<file path="config.mk">
export PLATFORM = sky130hd
export DESIGN_NAME = spi_slave_param
export DESIGN_NICKNAME = d
export VERILOG_FILES = /design/src/rtl/spi_slave_param.sv
export SDC_FILE = /design/constraint.sdc
export NUM_CORES = 1
export LEC_CHECK = 0
export ABC_CLOCK_PERIOD_IN_PS = 2400
export BUFFER_PORTS_ARGS = -buffer_cell sky130_fd_sc_hd__clkbuf_2
export CORE_MARGIN = 2
export CORE_UTILIZATION = 57
export DETAILED_ROUTE_END_ITERATION = 10
export GPL_ROUTABILITY_DRIVEN = 0
export PLACE_DENSITY_LB_ADDON = 0.05
export SKIP_CTS_REPAIR_TIMING = 1
export SLEW_MARGIN = 15
export SYNTH_ARGS = -nofsm -noshare
export SYNTH_HDL_FRONTEND = slang
export SYNTH_SLANG_ARGS = --single-unit
</file>
<file path="constraint.sdc">
create_clock -name CLK -period 2.4 [get_ports CLK]
set_input_delay 0.36 -clock CLK [delete_from_list [all_inputs] [get_ports CLK]]
set_output_delay 0.36 -clock CLK [all_outputs]
set_load 0.05 [all_outputs]
</file>
<file path="src/rtl/spi_slave_param.sv">
// Parametrised SPI slave: DW+2-bit command frames in, DW-bit read data out on MISO.
// Optional macro SPI_SLAVE_PARITY_EN appends an odd-parity bit to every MISO word.
module spi_slave_param #(
  parameter int DW         = 8,
  parameter bit LSB_FIRST  = 1'b0,
  parameter int TX_TIMEOUT = 15
) (
  input  logic          CLK,
  input  logic          rst_n,
  input  logic          SS_n,
  input  logic          MOSI,
  output logic          MISO,
  output logic          rx_valid,
  output logic [DW+1:0] rx_data,
  input  logic          tx_valid,
  input  logic [DW-1:0] tx_data,
  output logic          busy,
  output logic          frame_err
);

  localparam int FW = DW + 2;
`ifdef SPI_SLAVE_PARITY_EN
  localparam int NTX = DW + 1;
`else
  localparam int NTX = DW;
`endif
  localparam int CW = $clog2(FW + 1);
  localparam int TW = $clog2(NTX + 1);
  localparam int OW = $clog2(TX_TIMEOUT + 1);
  localparam int TD = 1 << TW;

  localparam logic [CW-1:0] BITS_LAST = CW'(FW - 1);
  localparam logic [CW-1:0] BITS_FULL = CW'(FW);
  localparam logic [TW-1:0] TX_LAST   = TW'(NTX - 1);
  localparam logic [TW-1:0] TX_FULL   = TW'(NTX);
  localparam logic [OW-1:0] TO_LAST   = OW'(TX_TIMEOUT - 1);
  localparam logic [OW-1:0] TO_FULL   = OW'(TX_TIMEOUT);

  typedef enum logic [2:0] {
    IDLE, CHK_CMD, WRITE, READ_ADD, READ_DATA, READ_WAIT, READ_TX
  } state_t;

  state_t          cs_reg, cs_next;
  logic [CW-1:0]   bit_cnt_reg, bit_cnt_next;
  logic [TW-1:0]   tx_cnt_reg, tx_cnt_next;
  logic [OW-1:0]   to_cnt_reg, to_cnt_next;
  logic [FW-1:0]   rx_shift_reg, rx_shift_next;
  logic [FW-1:0]   rx_data_reg, rx_data_next;
  logic            rx_valid_reg, rx_valid_next;
  logic [NTX-1:0]  tx_word_reg, tx_word_next;
  logic            addr_pending_reg, addr_pending_next;
  logic            miso_reg, miso_next;
  logic            frame_err_reg, frame_err_next;

  logic [FW-1:0]   rx_frame;
  logic [NTX-1:0]  tx_load;
  logic [TD-1:0]   tx_order;

  // Each rx bit position owns the bit-count slot at which it is sampled;
  // command bits always come first, payload order follows LSB_FIRST.
  for (genvar gi = 0; gi < FW; gi++) begin : g_rx_slot
    localparam int SLOT = (gi >= DW || !LSB_FIRST) ? (FW - 1 - gi) : (gi + 2);
    assign rx_frame[gi] = (bit_cnt_reg == CW'(SLOT)) ? MOSI : rx_shift_reg[gi];
  end

`ifdef SPI_SLAVE_PARITY_EN
  assign tx_load = {~^tx_data, tx_data};
`else
  assign tx_load = tx_data;
`endif

  // tx_order[i] is the i-th bit to leave on MISO; padded so tx_cnt indexes it directly.
  for (genvar gi = 0; gi < TD; gi++) begin : g_tx_order
    if (gi < DW) begin : g_data
      assign tx_order[gi] = LSB_FIRST ? tx_word_reg[gi] : tx_word_reg[DW-1-gi];
    end else if (gi < NTX) begin : g_par
      assign tx_order[gi] = tx_word_reg[gi];
    end else begin : g_pad
      assign tx_order[gi] = 1'b0;
    end
  end

  always_comb begin
    cs_next           = cs_reg;
    bit_cnt_next      = bit_cnt_reg;
    tx_cnt_next       = tx_cnt_reg;
    to_cnt_next       = to_cnt_reg;
    rx_shift_next     = rx_shift_reg;
    rx_data_next      = rx_data_reg;
    rx_valid_next     = 1'b0;
    tx_word_next      = tx_word_reg;
    addr_pending_next = addr_pending_reg;
    miso_next         = 1'b0;
    frame_err_next    = 1'b0;

    if (SS_n) begin
      // Deselect wins over everything; only a partially received or sent frame is an error.
      cs_next      = IDLE;
      bit_cnt_next = '0;
      tx_cnt_next  = '0;
      to_cnt_next  = '0;
      if (cs_reg != IDLE &&
          ((bit_cnt_reg != '0 && bit_cnt_reg != BITS_FULL) ||
           (cs_reg == READ_TX && tx_cnt_reg != TX_FULL)))
        frame_err_next = 1'b1;
    end else begin
      case (cs_reg)
        IDLE: cs_next = CHK_CMD;
        CHK_CMD: begin
          rx_shift_next = rx_frame;
          bit_cnt_next  = CW'(1);
          if (!MOSI)                 cs_next = WRITE;
          else if (!addr_pending_reg) cs_next = READ_ADD;
          else                       cs_next = READ_DATA;
        end
        WRITE, READ_ADD, READ_DATA: begin
          if (bit_cnt_reg != BITS_FULL) begin
            rx_shift_next = rx_frame;
            bit_cnt_next  = bit_cnt_reg + 1'b1;
            if (bit_cnt_reg == BITS_LAST) begin
              rx_data_next  = rx_frame;
              rx_valid_next = 1'b1;
              if (cs_reg == READ_ADD) addr_pending_next = 1'b1;
              if (cs_reg == READ_DATA) begin
                cs_next     = READ_WAIT;
                to_cnt_next = '0;
              end
            end
          end
        end
        READ_WAIT: begin
          // A saturated timeout counter parks the FSM here until deselect.
          if (to_cnt_reg != TO_FULL) begin
            if (tx_valid) begin
              tx_word_next = tx_load;
              tx_cnt_next  = '0;
              cs_next      = READ_TX;
            end else begin
              to_cnt_next = to_cnt_reg + 1'b1;
              if (to_cnt_reg == TO_LAST) frame_err_next = 1'b1;
            end
          end
        end
        READ_TX: begin
          if (tx_cnt_reg != TX_FULL) begin
            miso_next   = tx_order[tx_cnt_reg];
            tx_cnt_next = tx_cnt_reg + 1'b1;
            if (tx_cnt_reg == TX_LAST) addr_pending_next = 1'b0;
          end
        end
        default: cs_next = IDLE;
      endcase
    end
  end

  always_ff @(posedge CLK) begin
    if (!rst_n) begin
      cs_reg           <= IDLE;
      bit_cnt_reg      <= '0;
      tx_cnt_reg       <= '0;
      to_cnt_reg       <= '0;
      rx_shift_reg     <= '0;
      rx_data_reg      <= '0;
      rx_valid_reg     <= 1'b0;
      tx_word_reg      <= '0;
      addr_pending_reg <= 1'b0;
      miso_reg         <= 1'b0;
      frame_err_reg    <= 1'b0;
    end else begin
      cs_reg           <= cs_next;
      bit_cnt_reg      <= bit_cnt_next;
      tx_cnt_reg       <= tx_cnt_next;
      to_cnt_reg       <= to_cnt_next;
      rx_shift_reg     <= rx_shift_next;
      rx_data_reg      <= rx_data_next;
      rx_valid_reg     <= rx_valid_next;
      tx_word_reg      <= tx_word_next;
      addr_pending_reg <= addr_pending_next;
      miso_reg         <= miso_next;
      frame_err_reg    <= frame_err_next;
    end
  end

  assign MISO      = miso_reg;
  assign rx_valid  = rx_valid_reg;
  assign rx_data   = rx_data_reg;
  assign frame_err = frame_err_reg;
  assign busy      = (cs_reg != IDLE);

endmodule

</file>
==> run summary <==
The flow ran to the end, and the final reports show no timing, DRC or antenna violations. In this run the worst hold path is classified as input pin to register. The die outline height is 68.2 µm, and the clock transition time at the flip-flop clock pins of the worst setup and hold paths is 0.08 ns. The average vias per placed instance works out to 5.57.

Final critical delay including setup and external delays: 2.16 ns. VDD sags by at most 0.446 mV. STA puts the critical path data arrival time at 2.38 ns. The leading cell type in the layout, fill and taps excluded is dfxtp_1. The number of synthesized flops with an enable pin works out to 0. The tools report the number of setup violations in the final report as 0.

For the worst-skew pair, the clock arrives at the later sink with an insertion delay of 0.29 ns. The die covers 4650 µm². The worst-case clock skew was 0.00613 ns; the synthesized area per cell was 9.10 µm².

The tools report the number of rows in the core area as 23. The worst path setup slack after routing is 0.237 ns, and the storage element area is 921 µm². The layout filler cell count was 328. When the netlist entered floorplanning its net count stood at 279. Measured against its own limit, the worst slew margin works out to 27.3%. TritonCTS built the clock tree.

Timing analysis after detailed placement gives a worst setup slack of 0.253 ns. On the worst path, the slowest cell contributes a delay of 0.87 ns. Number of violations of the max-capacitance limit: 0. Clock tree synthesis selected as its root buffer the cell clkbuf_8. The top-level port count was 27.

Via count of the first global-routing pass: 1582. The number of cells produced by synthesis was 258; the maximum number of pins on one net before global-route repair was 46. Synthesis instantiated 48 different standard cells from the library. The number of slew-limit violations in the final report was 0. Walking the worst path, the cells encountered are inv_1, ha_1, nand3b_1, a21boi_1, o21bai_1, mux2i_1. The start-to-end type of the worst setup path was register to register. The run gives 0 as the number of warnings reported in the yosys synthesis log. Dividing total power by cell area gives a power density of 545 nW/µm².

The chip width is 68.2 µm, and the total overflow reported by the global router is 0. Of the cells placed in the final design, the portion with a size suffix greater than 1 is 16.3%. The number of antenna diodes in the final layout is 0. The post-synthesis to final-layout area growth came out at 12.7%.

The top cell types in the final layout, fill and taps aside, are dfxtp_1 (46), nand2_1 (31), clkbuf_2 (26). For the total routed wirelength, the log shows 4420 µm. Detailed placement ended at an HPWL of 3060 µm. The floorplan step defined a core boundary enclosing 3970 µm². After layout, the worst path uses 90.1% of the clock period. The cell area that synthesis handed to floorplanning was 2350 µm².

The register with the most flip-flops in the layout has 10 of them. The most instantiated flip-flop cell in the synthesis netlist is dfxtp_1. The final-stage net count was 303; the buffers plus inverters on the worst setup path was 1. The detailed-router iteration count before antenna repair was 4; the critical-path maximum fanout was 9.

At the pin with the least slew margin, the transition time is 1.09 ns. Setup repair after global routing left no endpoint under its margin. Summing all multi-input logic gate instances after layout gives 1320 µm².

The first global-routing pass estimated 7360 µm of wire. In the final routed layout, each cell accounts on average for 13.3 µm. The sequential fraction of the synthesis area came out at 39.2%. The tools report the standby leakage power as 1.17 nW. The run gives 1850 as the via total after detailed routing. The fraction of registers with async set or reset after synthesis is 0%. The maximum clock path buffer count is 2. The synthesized design contains 46 register bits. STA classifies the critical path startpoint as a register. Number of violations reported at the end of detailed-routing iteration 0: 142. The number of antenna-violating nets in the routed design came out at 0. The number of design rule violations left after detail routing was 0; the TritonCTS buffer count was 5. At the worst endpoint, the required time is 2.62 ns. The number of hold violations in the final report is 0, and the fmax is 462 MHz.

Input and output buffers added on the ports amount to 26. The tree built by TritonCTS fans out to 46 sinks. CTS built an H-tree with a depth of 2. The setup total negative slack is 0 ns. The tools report the endpoint class of the critical path as a register. Once the floorplan was initialized, standard cells occupied 59.1% of the core. The library cell contributing the largest single delay on the critical path was o21bai_1. Global routing used 21.0% of the available tracks. The tools report the number of antenna violations at the first check in global routing as 0. The gate family responsible for the most delay along the worst path is compound AO/OA/AOI/OAI gates.
## layout make-up
type	instances	area share, %
clock buffer	6	3.12
clock inverter	1	1.13
inverter	8	1.13
multi-input combinational	186	50.0
sequential	46	34.8
tap	50	2.36
timing repair buffer	35	7.47
## per-layer routing
layer	wire (µm)	global-route usage [%]	part of all wire (%)
met2	1880	29.2	43
met5	0	0	0
met4	65	6.75	1.5
met3	192	5.26	4.3
met1	2290	31.6	52
## stage by stage
| step | cells | instance area, µm² | power [mW] | utilization (%) | hold slack (ns) |
|---|---|---|---|---|---|
| after detailed placement | 325 | 2530 | 0.882 | 63.8 | 0.453 |
| after global placement | 325 | 2530 | 0.882 | 63.8 | 0.443 |
| after global routing | 332 | 2650 | 1.51 | 66.7 | 0.287 |
| final | 332 | 2650 | 1.44 | 66.7 | 0.283 |
| after floorplan | 258 | 2350 | 0.852 | - | 0.437 |
| after CTS | 332 | 2650 | 1.46 | 66.7 | 0.275 |
## cell families (layout without fill, tap and decap cells)
logic type	count (synthesis)	after routing	share of synthesized area, %
multiplexers	24	24	11.3
flip-flops	46	46	39.2
buffers and inverters	26	50	4.42
XOR/XNOR	4	4	1.49
adder cells (fa/ha/maj)	8	8	4.26
AND/OR/NAND/NOR	103	103	24.2
AO/OA/AOI/OAI	47	47	15.1
## report_power, final
| group | leakage [nW] | internal, mW | switching [mW] |
|---|---|---|---|
| sequential | 0.371 | 0.766 | 0.00277 |
| combinational | 0.743 | 0.0353 | 0.0597 |
| clock | 0.0573 | 0.333 | 0.246 |
## tightest hold or removal path: cells and delay by family
family / cells / cell delay (ns)
compound gates: 1 / 0.05
buf+inv: 1 / 0.08
simple gates: 1 / 0.04
## synthesized netlist by cell type, drive strengths merged, types with 2 or more instances
master	count	area (µm²)
mux4	2	45.0
nand3	16	80.1
xor2	2	17.5
nand3b	9	67.6
nor2	5	18.8
nor3	4	20.0
o21ai	12	60.1
a211oi	3	22.5
and2	2	12.5
clkbuf	13	48.8
dfxtp	46	921
xnor2	2	17.5
inv	8	30.0
and3b	2	17.5
mux2i	22	220
and3	3	18.8
ha	8	100
nor2b	4	25.0
a21oi	8	40.0
nand2b	13	81.3
o211a	9	90.1
nor3b	7	52.6
o211ai	2	15.0
buf	5	25.0
nand2	31	116
## path summary, 6_finish.rpt
path                   startpoint         endpoint  slack, ns  cells past startpoint
hold reg to reg   rx_shift_reg[4]  rx_shift_reg[4]       0.46                      2
setup reg to reg   bit_cnt_reg[0]  rx_shift_reg[5]       0.24                      6
hold / removal         tx_data[0]   tx_word_reg[0]       0.28                      3
setup / recovery   bit_cnt_reg[0]  rx_shift_reg[5]       0.24                      6
Power figures use the tool's default switching activity.
